## src/rtl/fb_fill_engine_if.sv

```systemverilog
// Command and framebuffer-write bundle for the rectangle fill engine.
// master = command source / framebuffer side, slave = fill engine.
interface fb_fill_engine_if #(
    parameter int RESOLUTION_X   = 400,
    parameter int RESOLUTION_Y   = 300,
    parameter int PALETTE_LENGTH = 256
);
    localparam int X_BITS = $clog2(RESOLUTION_X);
    localparam int Y_BITS = $clog2(RESOLUTION_Y);
    localparam int W_BITS = $clog2(RESOLUTION_X + 1);
    localparam int H_BITS = $clog2(RESOLUTION_Y + 1);
    localparam int I_BITS = $clog2(PALETTE_LENGTH);

    logic              cmd_valid;
    logic              cmd_ready;
    logic [X_BITS-1:0] cmd_x0;
    logic [Y_BITS-1:0] cmd_y0;
    logic [W_BITS-1:0] cmd_w;
    logic [H_BITS-1:0] cmd_h;
    logic [I_BITS-1:0] cmd_index;
    logic [31:0]       cmd_pattern;
    logic              busy;
    logic              done;
    logic [X_BITS-1:0] fb_wr_x;
    logic [Y_BITS-1:0] fb_wr_y;
    logic [I_BITS-1:0] fb_wr_index;
    logic              fb_wr_en;
    logic              fb_wr_ready;

    modport master (
        output cmd_valid, cmd_x0, cmd_y0, cmd_w, cmd_h, cmd_index, cmd_pattern, fb_wr_ready,
        input  cmd_ready, busy, done, fb_wr_x, fb_wr_y, fb_wr_index, fb_wr_en
    );

    modport slave (
        input  cmd_valid, cmd_x0, cmd_y0, cmd_w, cmd_h, cmd_index, cmd_pattern, fb_wr_ready,
        output cmd_ready, busy, done, fb_wr_x, fb_wr_y, fb_wr_index, fb_wr_en
    );
endinterface

```

## src/rtl/fb_fill_engine.sv

```systemverilog
// Rectangle fill: one clipped, raster-ordered framebuffer write per cycle; optional stipple via FB_FILL_PATTERN_EN.
// Latency: first write 2 cycles after command accept, done 2+N cycles after accept (N = clipped area).
// Backpressure: a presented write holds stable until fb_wr_ready; commands accepted only while idle.
module fb_fill_engine #(
    parameter int RESOLUTION_X   = 400,
    parameter int RESOLUTION_Y   = 300,
    parameter int PALETTE_LENGTH = 256
) (
    input  logic            clk,
    input  logic            reset,
    fb_fill_engine_if.slave bus
);
    localparam int X_BITS = $clog2(RESOLUTION_X);
    localparam int Y_BITS = $clog2(RESOLUTION_Y);
    localparam int W_BITS = $clog2(RESOLUTION_X + 1);
    localparam int H_BITS = $clog2(RESOLUTION_Y + 1);
    localparam int I_BITS = $clog2(PALETTE_LENGTH);
    localparam int WS     = W_BITS + 1;
    localparam int HS     = H_BITS + 1;

    typedef enum logic [1:0] {IDLE, CLIP, FILL, DONE} state_t;

    state_t            state_q;
    logic [X_BITS-1:0] x0_q, x_q;
    logic [Y_BITS-1:0] y0_q, y_q;
    logic [W_BITS-1:0] w_q, x_end_q;
    logic [H_BITS-1:0] h_q, y_end_q;
    logic [I_BITS-1:0] idx_q;
    logic              cmd_ready_q, busy_q, done_q, wr_en_q;

    logic [WS-1:0]     x_sum_d;
    logic [HS-1:0]     y_sum_d;
    logic [W_BITS-1:0] x_end_d;
    logic [H_BITS-1:0] y_end_d;
    logic              empty_d, x_last_d, y_last_d, advance_d, on_first_d, on_next_d;
    logic [X_BITS-1:0] x_nxt_d;
    logic [Y_BITS-1:0] y_nxt_d;

`ifdef FB_FILL_PATTERN_EN
    logic [31:0] pat_q;
`else
    logic unused_pattern;
    assign unused_pattern = ^bus.cmd_pattern;
`endif

    always_comb begin
        // Extra bit on the sums so x0+w / y0+h never wrap before clipping.
        x_sum_d   = WS'(x0_q) + WS'(w_q);
        y_sum_d   = HS'(y0_q) + HS'(h_q);
        x_end_d   = (x_sum_d > WS'(RESOLUTION_X)) ? W_BITS'(RESOLUTION_X) : x_sum_d[W_BITS-1:0];
        y_end_d   = (y_sum_d > HS'(RESOLUTION_Y)) ? H_BITS'(RESOLUTION_Y) : y_sum_d[H_BITS-1:0];
        empty_d   = (w_q == '0) || (h_q == '0) ||
                    (WS'(x0_q) >= WS'(RESOLUTION_X)) || (HS'(y0_q) >= HS'(RESOLUTION_Y));
        x_last_d  = (WS'(x_q) + WS'(1)) == WS'(x_end_q);
        y_last_d  = (HS'(y_q) + HS'(1)) == HS'(y_end_q);
        x_nxt_d   = x_last_d ? x0_q : x_q + X_BITS'(1);
        y_nxt_d   = x_last_d ? y_q + Y_BITS'(1) : y_q;
        // Masked pixels (wr_en low) step on without waiting for the framebuffer.
        advance_d = !wr_en_q || bus.fb_wr_ready;
`ifdef FB_FILL_PATTERN_EN
        on_first_d = pat_q[{y0_q[1:0], x0_q[2:0]}];
        on_next_d  = pat_q[{y_nxt_d[1:0], x_nxt_d[2:0]}];
`else
        on_first_d = 1'b1;
        on_next_d  = 1'b1;
`endif
    end

    always_ff @(posedge clk) begin
        if (reset) begin
            state_q     <= IDLE;
            cmd_ready_q <= 1'b1;
            busy_q      <= 1'b0;
            done_q      <= 1'b0;
            wr_en_q     <= 1'b0;
            x_q         <= '0;
            y_q         <= '0;
            idx_q       <= '0;
            x0_q        <= '0;
            y0_q        <= '0;
            w_q         <= '0;
            h_q         <= '0;
            x_end_q     <= '0;
            y_end_q     <= '0;
`ifdef FB_FILL_PATTERN_EN
            pat_q       <= '0;
`endif
        end else begin
            done_q <= 1'b0;
            case (state_q)
                IDLE: begin
                    if (bus.cmd_valid) begin
                        x0_q        <= bus.cmd_x0;
                        y0_q        <= bus.cmd_y0;
                        w_q         <= bus.cmd_w;
                        h_q         <= bus.cmd_h;
                        idx_q       <= bus.cmd_index;
`ifdef FB_FILL_PATTERN_EN
                        pat_q       <= bus.cmd_pattern;
`endif
                        cmd_ready_q <= 1'b0;
                        busy_q      <= 1'b1;
                        state_q     <= CLIP;
                    end
                end
                CLIP: begin
                    x_end_q <= x_end_d;
                    y_end_q <= y_end_d;
                    if (empty_d) begin
                        done_q  <= 1'b1;
                        state_q <= DONE;
                    end else begin
                        x_q     <= x0_q;
                        y_q     <= y0_q;
                        wr_en_q <= on_first_d;
                        state_q <= FILL;
                    end
                end
                FILL: begin
                    if (advance_d) begin
                        if (x_last_d && y_last_d) begin
                            wr_en_q <= 1'b0;
                            done_q  <= 1'b1;
                            state_q <= DONE;
                        end else begin
                            x_q     <= x_nxt_d;
                            y_q     <= y_nxt_d;
                            wr_en_q <= on_next_d;
                        end
                    end
                end
                DONE: begin
                    busy_q      <= 1'b0;
                    cmd_ready_q <= 1'b1;
                    state_q     <= IDLE;
                end
                default: state_q <= IDLE;
            endcase
        end
    end

    assign bus.cmd_ready   = cmd_ready_q;
    assign bus.busy        = busy_q;
    assign bus.done        = done_q;
    assign bus.fb_wr_x     = x_q;
    assign bus.fb_wr_y     = y_q;
    assign bus.fb_wr_index = idx_q;
    assign bus.fb_wr_en    = wr_en_q;
endmodule

```

## src/flat_wrapper.sv

```systemverilog
// flat-port wrapper written by rule: the top's interface ports become plain ports
module fb_fill_engine_flat 
#(
    parameter int RESOLUTION_X   = 400,
    parameter int RESOLUTION_Y   = 300,
    parameter int PALETTE_LENGTH = 256
)
  (clk, reset, bus_cmd_valid, bus_cmd_x0, bus_cmd_y0, bus_cmd_w, bus_cmd_h, bus_cmd_index, bus_cmd_pattern, bus_fb_wr_ready, bus_cmd_ready, bus_busy, bus_done, bus_fb_wr_x, bus_fb_wr_y, bus_fb_wr_index, bus_fb_wr_en);
  fb_fill_engine_if #(.RESOLUTION_X(RESOLUTION_X), .RESOLUTION_Y(RESOLUTION_Y), .PALETTE_LENGTH(PALETTE_LENGTH)) bus_i ();
  input  logic clk;
  input  logic reset;
  input wire logic [$bits(bus_i.cmd_valid)-1:0] bus_cmd_valid;
  input wire logic [$bits(bus_i.cmd_x0)-1:0] bus_cmd_x0;
  input wire logic [$bits(bus_i.cmd_y0)-1:0] bus_cmd_y0;
  input wire logic [$bits(bus_i.cmd_w)-1:0] bus_cmd_w;
  input wire logic [$bits(bus_i.cmd_h)-1:0] bus_cmd_h;
  input wire logic [$bits(bus_i.cmd_index)-1:0] bus_cmd_index;
  input wire logic [$bits(bus_i.cmd_pattern)-1:0] bus_cmd_pattern;
  input wire logic [$bits(bus_i.fb_wr_ready)-1:0] bus_fb_wr_ready;
  output wire logic [$bits(bus_i.cmd_ready)-1:0] bus_cmd_ready;
  output wire logic [$bits(bus_i.busy)-1:0] bus_busy;
  output wire logic [$bits(bus_i.done)-1:0] bus_done;
  output wire logic [$bits(bus_i.fb_wr_x)-1:0] bus_fb_wr_x;
  output wire logic [$bits(bus_i.fb_wr_y)-1:0] bus_fb_wr_y;
  output wire logic [$bits(bus_i.fb_wr_index)-1:0] bus_fb_wr_index;
  output wire logic [$bits(bus_i.fb_wr_en)-1:0] bus_fb_wr_en;
  assign bus_i.cmd_valid = bus_cmd_valid;
  assign bus_i.cmd_x0 = bus_cmd_x0;
  assign bus_i.cmd_y0 = bus_cmd_y0;
  assign bus_i.cmd_w = bus_cmd_w;
  assign bus_i.cmd_h = bus_cmd_h;
  assign bus_i.cmd_index = bus_cmd_index;
  assign bus_i.cmd_pattern = bus_cmd_pattern;
  assign bus_i.fb_wr_ready = bus_fb_wr_ready;
  assign bus_cmd_ready = bus_i.cmd_ready;
  assign bus_busy = bus_i.busy;
  assign bus_done = bus_i.done;
  assign bus_fb_wr_x = bus_i.fb_wr_x;
  assign bus_fb_wr_y = bus_i.fb_wr_y;
  assign bus_fb_wr_index = bus_i.fb_wr_index;
  assign bus_fb_wr_en = bus_i.fb_wr_en;
  fb_fill_engine #(.RESOLUTION_X(RESOLUTION_X), .RESOLUTION_Y(RESOLUTION_Y), .PALETTE_LENGTH(PALETTE_LENGTH)) u_core (.clk(clk), .reset(reset), .bus(bus_i));
endmodule
```

## config.mk

```make
export PLATFORM = sky130hd
export DESIGN_NAME = fb_fill_engine_flat
export DESIGN_NICKNAME = d
export VERILOG_FILES = /design/src/rtl/fb_fill_engine_if.sv /design/src/rtl/fb_fill_engine.sv /design/src/flat_wrapper.sv
export SDC_FILE = /design/constraint.sdc
export NUM_CORES = 1
export LEC_CHECK = 0
export BUFFER_PORTS_ARGS = -buffer_cell sky130_fd_sc_hd__buf_2
export CAP_MARGIN = 20
export CORE_ASPECT_RATIO = 0.9
export CORE_MARGIN = 3
export CORE_UTILIZATION = 59
export DETAILED_ROUTE_END_ITERATION = 8
export PLACE_DENSITY = 0.86
export RECOVER_POWER = 25
export SLEW_MARGIN = 0
export SYNTH_ARGS = -nofsm -noshare
export SYNTH_HDL_FRONTEND = slang
export SYNTH_SLANG_ARGS = --single-unit
```

## constraint.sdc

```tcl
create_clock -name clk -period 8.4 [get_ports clk]
set_input_delay 1.68 -clock clk [delete_from_list [all_inputs] [get_ports clk]]
set_output_delay 1.68 -clock clk [all_outputs]
set_load 0.03 [all_outputs]
```

**Word-level counts from Yosys, hierarchy flattened**

Cells that the tools add are included.

- Flip-flop bits (word level): 86
- Input bits: 80

- Add/sub/neg operators: 6
- Magnitude comparators: 4
- Equality and inequality tests: 11
- Muxes and demuxes: 29
- Reductions and logical operators: 17

Operators by type and width:

| operator | count |
|---|---|
| $mux W9 | 10 |
| $pmux W9 S2 | 2 |
| $add A9 B1 Y10 const B | 2 |
| $add A9 B9 Y10 | 2 |
| $eq A10 B9 Y1 | 2 |
| $gt A10 B9 Y1 const B | 2 |
| $add A9 B1 Y9 const B | 2 |
| $ge A9 B9 Y1 const B | 2 |
| $logic_not A9 Y1 | 2 |
| $mux W1 | 9 |
| $pmux W1 S2 | 4 |
| $pmux W2 S4 | 1 |
| $mux W2 | 3 |
| $ne A2 B1 Y1 const B | 3 |
| $ne A2 B2 Y1 const B | 3 |
| $reduce_and A3 Y1 | 2 |
| $reduce_and A5 Y1 | 1 |
| $eq A2 B2 Y1 const B | 2 |
| $logic_or A1 B1 Y1 | 4 |
| $reduce_and A2 Y1 | 2 |
| $reduce_and A4 Y1 | 1 |
| $reduce_bool A2 Y1 | 2 |
| $eq A2 B1 Y1 const B | 1 |
| $logic_not A2 Y1 | 1 |
| 2 further kinds | 2 |

**Depth between registers and ports, before layout**

Gate-level depths: netlist of run 1.

- Depth after elaboration: 6
- Depth in mapped cells: 11

**Worst setup path after synthesis of run 1**

OpenSTA, ideal clock, no wires.

- Kind: register to register
- Start: register u_core.y_q[0] (netlist: u_core.bus.fb_wr_y[0])
- End: register u_core.x_q[0] (netlist: u_core.bus.fb_wr_x[0])
- Library setup time: 0.066 ns
- Arrival time: 2.902 ns
- Data required time: 8.334 ns
- Path slack: 5.432 ns
- Stages on the path, launching flop included: 11
- Period minus slack after synthesis: 2.968 ns
- Cell sequence: dfxtp_1 -> ha_1 -> nand3_2 -> or3_1 -> a222oi_1 -> nand3_1 -> or3_4 -> o21ai_4 -> buf_6 -> nand2_2 -> a21oi_2

- Cells in the longest elaborated chain, start to end: 5

Ends and longest elaborated chain:

| element | RTL line | text |
|---|---|---|
| start, declared | fb_fill_engine.sv:25 | `logic [Y_BITS-1:0] y0_q, y_q;` |
| start signal, assigned | fb_fill_engine.sv:114 | `y_q <= y0_q;` |
| start signal, assigned | fb_fill_engine.sv:127 | `y_q <= y_nxt_d;` |
| $add A9 B1 Y10 | fb_fill_engine.sv:55 | `y_last_d = (HS'(y_q) + HS'(1)) == HS'(y_end_q);` |
| $eq A10 B9 Y1 | fb_fill_engine.sv:55 |  |
| $logic_and A1 B1 Y1 | fb_fill_engine.sv:121 | `if (x_last_d && y_last_d) begin` |
| $ne A2 B2 Y1 (no source line) | n/a |  |
| $reduce_and A4 Y1 (no source line) | n/a |  |
| end signal, assigned | fb_fill_engine.sv:113 | `x_q <= x0_q;` |
| end signal, assigned | fb_fill_engine.sv:126 | `x_q <= x_nxt_d;` |
| end, declared | fb_fill_engine.sv:24 | `logic [X_BITS-1:0] x0_q, x_q;` |

No other way between the ends.
A chain may end at the register's enable or synchronous reset.

**Worst setup path after layout of run 1**

- Start: register u_core.x_q[0] (netlist: u_core.bus.fb_wr_x[0])
- End: register u_core.y_q[2] (netlist: u_core.bus.fb_wr_y[2])

- Cells in the longest elaborated chain, start to end: 5
- Elaborated cells between the ends (all ways): 6
- Classes of those cells: 1 x add/sub; 3 x eq/ne; 2 x reduce/logical

Ends and longest elaborated chain:

| element | RTL line | text |
|---|---|---|
| $add A9 B1 Y10 * | fb_fill_engine.sv:54 | `x_last_d = (WS'(x_q) + WS'(1)) == WS'(x_end_q);` |
| $eq A10 B9 Y1 * | fb_fill_engine.sv:54 |  |
| $logic_and A1 B1 Y1 | fb_fill_engine.sv:121 |  |
| $ne A2 B2 Y1 (no source line) | n/a |  |
| $reduce_and A5 Y1 (no source line) * | n/a |  |

Every way passes the cells marked *; elsewhere a longest branch is shown, timed or not.

==> results_dict.tcl, run 1 <==
set metrics [dict create \
    leakagePower_uw 0.00230 \
    post_drt_via_cell_ratio 6.19 \
    cts.path.max_buffers 2 \
    synth_area_leaders "dfxtp_1 35%, nand2_1 9.9%, a21oi_1 8.4%" \
    dieArea_um2 9570 \
    cts.sinks 86 \
    dpl-instance-area_um2 5360 \
    wire_per_inst_um 16.4 \
    worstHoldPathCells 2 \
    synth_edf_count 0 \
    crit_chain "ha_1 > nand3_1 > nor3_1 > a31oi_1 > or4_1 > o21ai_1 > nand3_1 > o21ai_0 > a21oi_1" \
    worstPathRequired_ns 8.62 \
    mostFrequentLayoutCells "131 x nand2_1, 86 x dfxtp_1, 83 x a21oi_1" \
    regArea_um2 1720 \
    max_freq_mhz 253 \
    crit_path_start_kind "flop" \
    die_w_um 103 \
    layout_commonest_cell "nand2_1" \
    grt_overflow_total 0 \
    start_util_pct 61.3 \
    r2r-start "u_core.bus.fb_wr_x[0]" \
    syn2layout_area_growth_pct 11.2 \
    ys_seq_area_share_pct 34.6 \
    drive_gt1_share_pct 16.2 \
    yosys.area.top_type "dfxtp_1" \
    fillCellCount 680 \
    ir_drop_mv 0.175 \
    final_nets 800 \
    drtPass1Iterations 5 \
    avgSynthCellArea_um2 7.81 \
    r2r_cells 9 \
    violations "max-capacitance violations, max-slew violations" \
    dp_hpwl_um 9420 \
    grt_pass1_vias 4544 \
    status "complete, but fails checks" \
    gp_congestion 0.911 \
    clock-skew-final_ns 0.0115 \
    ios 110 \
    hold_viol_final 0 \
    min_to "u_core.bus.fb_wr_index[7]" \
    drv_cap 1 \
    drc_errors 0 \
    netlist_area_um2 4970 \
    core-area_um2 8110 \
    portBuffers 77 \
    min-delay-path-class "flop to flop" \
    cts.repair.resized 0 \
    r2r_slack_ns 4.45 \
    cts_max_level 3 \
    cts_buffers 9 \
    antenna_found_initial 0 \
    crit_path_end_kind "flop" \
    row_count 31 \
    hp-start "u_core.bus.fb_wr_index[7]" \
    synthFlopType "dfxtp_1" \
    cts_setup_buffers 0 \
    finalCritPeriodShare_pct 47.0 \
    first_iter_violations 296 \
    yosysWarnings 0 \
    slowest_delay_ns 0.82 \
    rsz0062_at_grt "no" \
    grt_max_degree 80 \
    cts-root-buf "clkbuf_8" \
    worstMarginPinSlew_ns 1.91 \
    period_minus_slack_ns 3.95 \
    die_h_um 93.1 \
    relSlewSlack_pct -27.1 \
    cts_tree "done" \
    timing.critical_path.mode_cell "nand3_1" \
    grt_usage_pct 28.2 \
    dpl.cell_count 782 \
    path_class "flop to flop" \
    final_antenna_net_count 0 \
    stdcell_area_um2 5530 \
    postSynth.asyncResetShare_pct 0 \
    vias 4938 \
    synthCells 637 \
    wirelength_um 13100 \
    cts-hold-fix-buffers 0 \
    clock_latency_ns 0.37 \
    critPathSlowestCell "o21ai_1" \
    grt_pass1_wl_um 21700 \
    setup_tns_ns 0 \
    setup_viol 0 \
    path_max_fanout 15 \
    p_per_area_nw_per_um2 308 \
    arrival_ns 4.17 \
    reg2reg_to "u_core.bus.fb_wr_y[2]" \
    multi_input_area_um2 3030 \
    stdcell_count 798 \
    synth.distinct_cells 70 \
    power_uw 1700 \
    insertedDiodeCount 0 \
    synth-seq-cells 86 \
    syn_nets 743 \
    netlist.area_leader.share_pct 34.6 \
    clk_pin_slew_ns 0.09 \
    slew_viol_final 46 \
]
-- sequential cells by signal (all words and copies together) (netlist names) --
register,flops
u_core.h_q,9
u_core.bus.fb_wr_x,9
u_core.bus.fb_wr_y,9
u_core.x_end_q,9
u_core.state_q,2
u_core.y0_q,9
u_core.bus.fb_wr_en,1
u_core.bus.done,1
u_core.x0_q,9
u_core.bus.busy,1
u_core.w_q,9
u_core.bus.cmd_ready,1
u_core.y_end_q,9
u_core.bus.fb_wr_index,8
-- metal layers --
layer | vias up | track usage (%) | share of wire [%]
li1 | 2387 | - | -
met3 | 28 | 7.98 | 8.7
met5 | - | 0 | 0
met1 | 2316 | 39.6 | 45
met4 | 0 | 9.06 | 2.2
met2 | 207 | 41.9 | 44
-- area by class of cell --
cell class,count,area share (%)
clock buffers,10,2.31
inverters,20,1.36
well taps,99,2.24
clock inverters,6,0.883
multi-input cells,497,54.8
repair buffers,80,7.29
flip-flops and latches,86,31.1
-- kinds of logic after synthesis --
kind of cell,synth area share (%)
AOI/OAI and AO/OA,24.2
xor gates and xnor gates,5.28
adders and majority gates,6.84
buffers and inverters,4.48
DFF,34.6
muxes,1.21
and+or+nand+nor,23.3
-- cell usage after synthesis, drive strengths merged (8+ instances only) --
master	instances
nand3	18
ha	24
nor3	12
dfxtp	86
buf	12
clkbuf	22
o21ai	20
xor2	14
a21oi	84
nand2	132
xnor2	16
o21a	8
inv	19
o32ai	11
nor2	38
-- how the worst max path moves through the flow --
stage	start	slack [ns]	endpoint	depth (start not counted)
after floorplan	u_core.bus.fb_wr_y[0]	5.43	u_core.bus.fb_wr_x[0]	10
after global placement	u_core.bus.fb_wr_x[0]	4.77	u_core.bus.fb_wr_y[2]	9
after detailed placement	u_core.bus.fb_wr_x[0]	4.58	u_core.bus.fb_wr_y[6]	9
after CTS	u_core.bus.fb_wr_x[0]	4.57	u_core.bus.fb_wr_y[8]	8
after global routing	u_core.bus.fb_wr_x[0]	4.11	u_core.bus.fb_wr_y[8]	9
final	u_core.bus.fb_wr_x[0]	4.45	u_core.bus.fb_wr_y[2]	9
-- metrics by stage --
step | hold slack [ns] | setup slack [ns] | utilization (%)
3_3_place_gp | 0.442 | 4.77 | 66.1
2_1_floorplan | 0.444 | 5.43 | -
3_5_place_dp | 0.445 | 4.58 | 66.1
5_1_grt | 0.475 | 4.11 | 68.2
6_report | 0.455 | 4.45 | 68.2
4_1_cts | 0.458 | 4.57 | 68.3
-- critical path, delay by kind of cell, from the launching register on --
family,cells,cell delay (ns)
compound gates,4,1.36
fa+ha+maj,1,0.28
flops,1,0.54
simple gates,4,1.63
-- report_power, final --
group,switching (uW),internal [uW]
clock,160,109
combinational,500,306
sequential,121,504
Note: power is estimated with default switching activity, not from simulation.
==> inputs of run 2 (changes only) <==
--- a/config.mk
+++ b/config.mk
@@ -9,9 +9,9 @@
 export CAP_MARGIN = 20
 export CORE_ASPECT_RATIO = 0.9
 export CORE_MARGIN = 3
-export CORE_UTILIZATION = 59
+export CORE_UTILIZATION = 55
 export DETAILED_ROUTE_END_ITERATION = 8
-export PLACE_DENSITY = 0.86
+export PLACE_DENSITY = 0.81
 export RECOVER_POWER = 25
 export SLEW_MARGIN = 0
 export SYNTH_ARGS = -nofsm -noshare
==> constraint.sdc (replaced) <==
create_clock -name clk -period 3.75 [get_ports clk]
set_input_delay 0.75 -clock clk [delete_from_list [all_inputs] [get_ports clk]]
set_output_delay 0.75 -clock clk [all_outputs]
set_load 0.03 [all_outputs]
==> results_dict.tcl, run 2 (synthesis results as in run 1) <==
set metrics [dict create \
    status "complete, but fails checks" \
    violations "max-capacitance violations, max-slew violations" \
    dieArea_um2 10200 \
    mostFrequentLayoutCells "131 x nand2_1, 86 x dfxtp_1, 83 x a21oi_1" \
    hold_viol_final 0 \
    start_util_pct 57.2 \
    grt_overflow_total 0 \
    drtPass1Iterations 5 \
    clock_latency_ns 0.37 \
    clkPwrFrac_pct 18.1 \
    min-delay-path-class "flop to flop" \
    cts.path.max_buffers 2 \
    vias 4822 \
    cts_buffers 9 \
    path_buf_inv 0 \
    rsz0062_at_grt "no" \
    timing.critical_path.mode_cell "nand3_1" \
    clk_pin_slew_ns 0.10 \
    final_nets 804 \
    arrival_ns 3.55 \
    drive_gt1_share_pct 14.5 \
    dp_slack_ns 0.486 \
    syn2layout_area_growth_pct 12.6 \
    pwr-share-seq_pct 35.7 \
    p_per_area_nw_per_um2 701 \
    switching_power_uw 1770 \
    cts.repair.resized 0 \
    ir_drop_mv 0.345 \
    setup_tns_ns 0 \
    slowest_delay_ns 0.50 \
    grt_use_met1_pct 38.3 \
    grt_usage_pct 26.8 \
    first_iter_violations 265 \
    crit_path_start_kind "flop" \
    use_met3_pct 6.37 \
    row_count 32 \
    grtUsageMet2_pct 40.8 \
    post_drt_via_cell_ratio 5.87 \
    cp_top_family "simple AND/OR/NAND/NOR gates" \
    period_minus_slack_ns 3.33 \
    relSlewSlack_pct -25.0 \
    gp_congestion 0.917 \
    combPwrFrac_pct 46.2 \
    fin_ws_ns 0.423 \
    path_max_fanout 15 \
    core-area_um2 8690 \
    cts_max_level 3 \
    wirelength_um 13300 \
    die_h_um 96.2 \
    grt_pass1_vias 4441 \
    clock-skew-final_ns 0.00924 \
    cts-hold-fix-buffers 0 \
    crit_path_end_kind "flop" \
    finalCritPeriodShare_pct 88.7 \
    insertedDiodeCount 0 \
    layout_commonest_cell "nand2_1" \
    leakagePower_uw 0.00228 \
    final_antenna_net_count 0 \
    setup_viol 0 \
    intPower_uw 2160 \
    worstMarginPinSlew_ns 1.87 \
    cts-root-buf "clkbuf_8" \
    cts.sinks 86 \
    cts_tree "done" \
    portBuffers 77 \
    slew_viol_final 46 \
    antenna_found_initial 0 \
    grt-busiest-layer "met2" \
    drv_cap 1 \
    ios 110 \
    cts_setup_buffers 0 \
    critPathSlowestCell "dfxtp_1" \
    path_class "flop to flop" \
    drc_errors 0 \
    dp_hpwl_um 9670 \
    max_freq_mhz 301 \
    worstPathRequired_ns 3.97 \
    swShare_pct 45.1 \
    grt_pass1_wl_um 22100 \
    grt_max_degree 79 \
    finish.utilization_pct 64.4 \
    crit_chain "ha_1 > nand3_2 > or3_1 > a222oi_1 > nand3_1 > or3_4 > nand3_1 > mux2i_1 > a21oi_1" \
    die_w_um 106 \
    wire_per_inst_um 16.2 \
]
-- run 2: cell types whose count changed in the layout (fill, tap and decap cells not counted) --
cell / before / now
and2_0: 1 / 0
and2_1: 2 / 3
buf_2: 76 / 60
buf_4: 2 / 6
bufinv_16: 0 / 1
clkbuf_1: 3 / 18
clkbuf_8: 9 / 10
clkinv_4: 3 / 0
clkinvlp_4: 3 / 1
inv_6: 0 / 3
inv_8: 0 / 1
-- run 2: cell type report --
class	count	area [um2]
Clock buffer	10	138
Clock inverter	6	75.1
Fill cell	781	3090
Inverter	20	75.1
Multi-Input combinational cell	497	3030
Sequential cell	86	1720
Tap cell	119	149
Timing Repair Buffer	84	413
-- run 2: worst paths after layout --
path	from	end	slack [ns]	depth (start not counted)
max reg2reg	u_core.bus.fb_wr_y[0]	u_core.bus.fb_wr_y[0]	0.42	9
min	u_core.bus.fb_wr_index[5]	u_core.bus.fb_wr_index[5]	0.46	2
max	u_core.bus.fb_wr_y[0]	u_core.bus.fb_wr_y[0]	0.42	9
min reg2reg	u_core.bus.fb_wr_index[5]	u_core.bus.fb_wr_index[5]	0.46	2
-- run 2: power by group through the flow --
| stage | Sequential, uW | Combinational (uW) | Clock [uW] |
|---|---|---|---|
| 3_5_place_dp | 1410 | 1800 | 0 |
| 3_3_place_gp | 1400 | 1730 | 0 |
| 5_1_grt | 1430 | 2020 | 764 |
| 4_1_cts | 1390 | 1810 | 720 |
| 2_1_floorplan | 1430 | 1330 | 0 |
| 6_report | 1400 | 1810 | 713 |
-- run 2: stage by stage --
stage | cells | hold WS, ns | area (um2) | power (uW)
after floorplan | 637 | 0.444 | 4970 | 2770
after global placement | 806 | 0.440 | 5410 | 3130
after detailed placement | 806 | 0.444 | 5410 | 3200
after CTS | 822 | 0.457 | 5620 | 3920
after global routing | 822 | 0.492 | 5600 | 4210
final | 822 | 0.460 | 5600 | 3930
-- run 2: worst reg2reg max path: cells and delay by family, from the launching register on --
kind,cells,cell delay (ns)
and+or+nand+nor,5,1.62
DFF,1,0.50
AOI/OAI and AO/OA,2,0.45
adders and majority gates,1,0.36
muxes,1,0.25
-- run 2: routing by layer --
layer	wire length, um	vias to the layer above	part of all wire [%]
li1	-	2385	-
met1	6340	2248	48
met2	5940	177	45
met3	910	12	6.8
met4	116	0	0.87
met5	0	-	0
==> inputs of run 3 (changes only) <==
--- a/config.mk
+++ b/config.mk
@@ -5,6 +5,7 @@
 export SDC_FILE = /design/constraint.sdc
 export NUM_CORES = 1
 export LEC_CHECK = 0
+export ABC_AREA = 1
 export BUFFER_PORTS_ARGS = -buffer_cell sky130_fd_sc_hd__buf_2
 export CAP_MARGIN = 20
 export CORE_ASPECT_RATIO = 0.9
==> results_dict.tcl, run 3 <==
set metrics [dict create \
    syn_nets 870 \
    postSynth.asyncResetShare_pct 0 \
    worstMarginPinSlew_ns 0.831 \
    syn2layout_area_growth_pct 11.6 \
    synthCells 764 \
    synthTopCellsByCount "168 x nand2_1, 125 x nor2_1, 86 x dfxtp_1" \
    crit_path_start_kind "flop" \
    dp_hpwl_um 9620 \
    period_minus_slack_ns 2.46 \
    die_h_um 97.3 \
    grt_max_degree 55 \
    drc_errors 0 \
    leakagePower_uw 0.00269 \
    synth-seq-cells 86 \
    cts-root-buf "clkbuf_8" \
    worstHoldPathCells 2 \
    drv_cap 0 \
    multi_input_area_um2 2950 \
    netlist.area_leader.share_pct 33.8 \
    worstPathRequired_ns 4.01 \
    die_w_um 107 \
    clk_pin_slew_ns 0.09 \
    antenna_found_initial 0 \
    mostFrequentLayoutCells "168 x nand2_1, 125 x nor2_1, 86 x dfxtp_1" \
    status "finished clean" \
    swShare_pct 49.2 \
    intPower_uw 2250 \
    clkPwrFrac_pct 14.3 \
    slew_viol_final 0 \
    relSlewSlack_pct 44.6 \
    dpl.cell_count 940 \
    portBuffers 77 \
    avgSynthCellArea_um2 6.67 \
    p_per_area_nw_per_um2 778 \
    post_drt_via_cell_ratio 5.25 \
    setup_viol 0 \
    cts_buffers 9 \
    gp_congestion 0.888 \
    core-area_um2 8810 \
    start_util_pct 57.8 \
    setup_tns_ns 0 \
    cts.sinks 86 \
    yosysWarnings 0 \
    synth_xor_area_share_pct 2.92 \
    synth_area_leaders "dfxtp_1 34%, nand2_1 12%, nor2_1 9.2%" \
    final_antenna_net_count 0 \
    clock-skew-final_ns 0.0125 \
    dieArea_um2 10500 \
    synth_compound_area_share_pct 14.1 \
    insertedDiodeCount 0 \
    grt_pass1_vias 4641 \
    drtPass1Iterations 5 \
    synth_top_family_by_area "simple AND/OR/NAND/NOR gates" \
    drive_gt1_share_pct 11.7 \
    ys_seq_area_share_pct 33.8 \
    grt_usage_pct 24.6 \
    hold_viol_final 0 \
    row_count 32 \
    min-delay-path-class "flop to flop" \
    first_iter_violations 251 \
    r2r_cells 15 \
    wire_per_inst_um 13.1 \
    cts.path.max_buffers 2 \
    cts-hold-fix-buffers 0 \
    combPwrFrac_pct 52.9 \
    wirelength_um 12500 \
    layout_commonest_cell "nand2_1" \
    vias 5019 \
    cts.repair.resized 0 \
    synth.distinct_cells 40 \
    fillCellCount 813 \
    rsz0062_at_grt "no" \
    switching_power_uw 2180 \
    clock_latency_ns 0.37 \
    regArea_um2 1720 \
    path_class "flop to flop" \
    synthAdderAreaFrac_pct 6.68 \
    cts_setup_buffers 0 \
    max_freq_mhz 407 \
    yosys.area.top_type "dfxtp_1" \
    arrival_ns 2.72 \
    synthMostInstantiatedCell "nand2_1" \
    cts_max_level 3 \
    cts_tree "done" \
    ir_drop_mv 0.328 \
    pwr-share-seq_pct 32.8 \
    final_nets 938 \
    grt_overflow_total 0 \
    synth-simple-area-share_pct 34.3 \
    crit_path_end_kind "flop" \
    finalCritPeriodShare_pct 65.5 \
    ios 110 \
    path_max_fanout 4 \
    stdcell_count 956 \
    synthMuxAreaShare_pct 0 \
    grt_pass1_wl_um 21200 \
    synthFlopType "dfxtp_1" \
    synth_edf_count 0 \
    netlist_area_um2 5090 \
]
-- run 3: kinds of logic after synthesis --
family	count (synthesis)
compound gates	135
xor+xnor	17
flops	86
fa+ha+maj	26
buf+inv	104
simple gates	396
-- run 3: area by class of cell --
class	instances	area share (%)
Inverter	81	5.35
Clock buffer	11	2.49
Clock inverter	5	0.726
Multi-Input combinational cell	574	52.0
Sequential cell	86	30.3
Timing Repair Buffer	80	6.58
Tap cell	119	2.62
-- run 3: final timing paths --
path	from	end	slack, ns
setup reg to reg	u_core.y0_q[0]	u_core.y_end_q[2]	1.29
hold / removal	u_core.bus.busy	u_core.bus.busy	0.47
setup / recovery	u_core.y0_q[0]	u_core.y_end_q[2]	1.29
hold reg to reg	u_core.bus.busy	u_core.bus.busy	0.47
-- run 3: power by group through the flow --
| stage | Clock [uW] | Combinational (uW) | Sequential (uW) |
|---|---|---|---|
| finish | 633 | 2340 | 1450 |
| detailed placement | 0 | 2340 | 1460 |
| floorplan | 0 | 1730 | 1560 |
| CTS | 641 | 2360 | 1440 |
| global route | 673 | 2670 | 1490 |
| global placement | 0 | 2260 | 1450 |
-- run 3: per-layer routing --
metal | GRT usage, % | wire length [um]
met5 | 0 | 0
met4 | 7.38 | 187
met3 | 5.38 | 935
met2 | 37.1 | 5320
met1 | 35.1 | 6050
-- run 3: critical path, cell delays in order, from the launching register on --
cell and delay, ns:
dfxtp_1 0.42, ha_1 0.22, inv_1 0.06, fa_1 0.41, o21ai_0 0.29, nand3_1 0.11
nand2_1 0.11, nand3_1 0.09, nand2_1 0.07, nand2_1 0.05, nand2_1 0.05, inv_1 0.04
nand2_1 0.12, nand2_1 0.09, o21ai_0 0.16, inv_1 0.05
-- run 3: through the flow --
step	cell area, um2	hold slack [ns]	utilization, %	total power, uW	worst slack [ns]
after global routing	5690	0.478	64.5	4840	1.02
after CTS	5720	0.462	64.9	4440	1.30
final	5690	0.469	64.5	4420	1.29
after global placement	5540	0.446	62.9	3710	1.39
after detailed placement	5540	0.452	62.9	3810	1.33
after floorplan	5090	0.448	-	3290	1.52
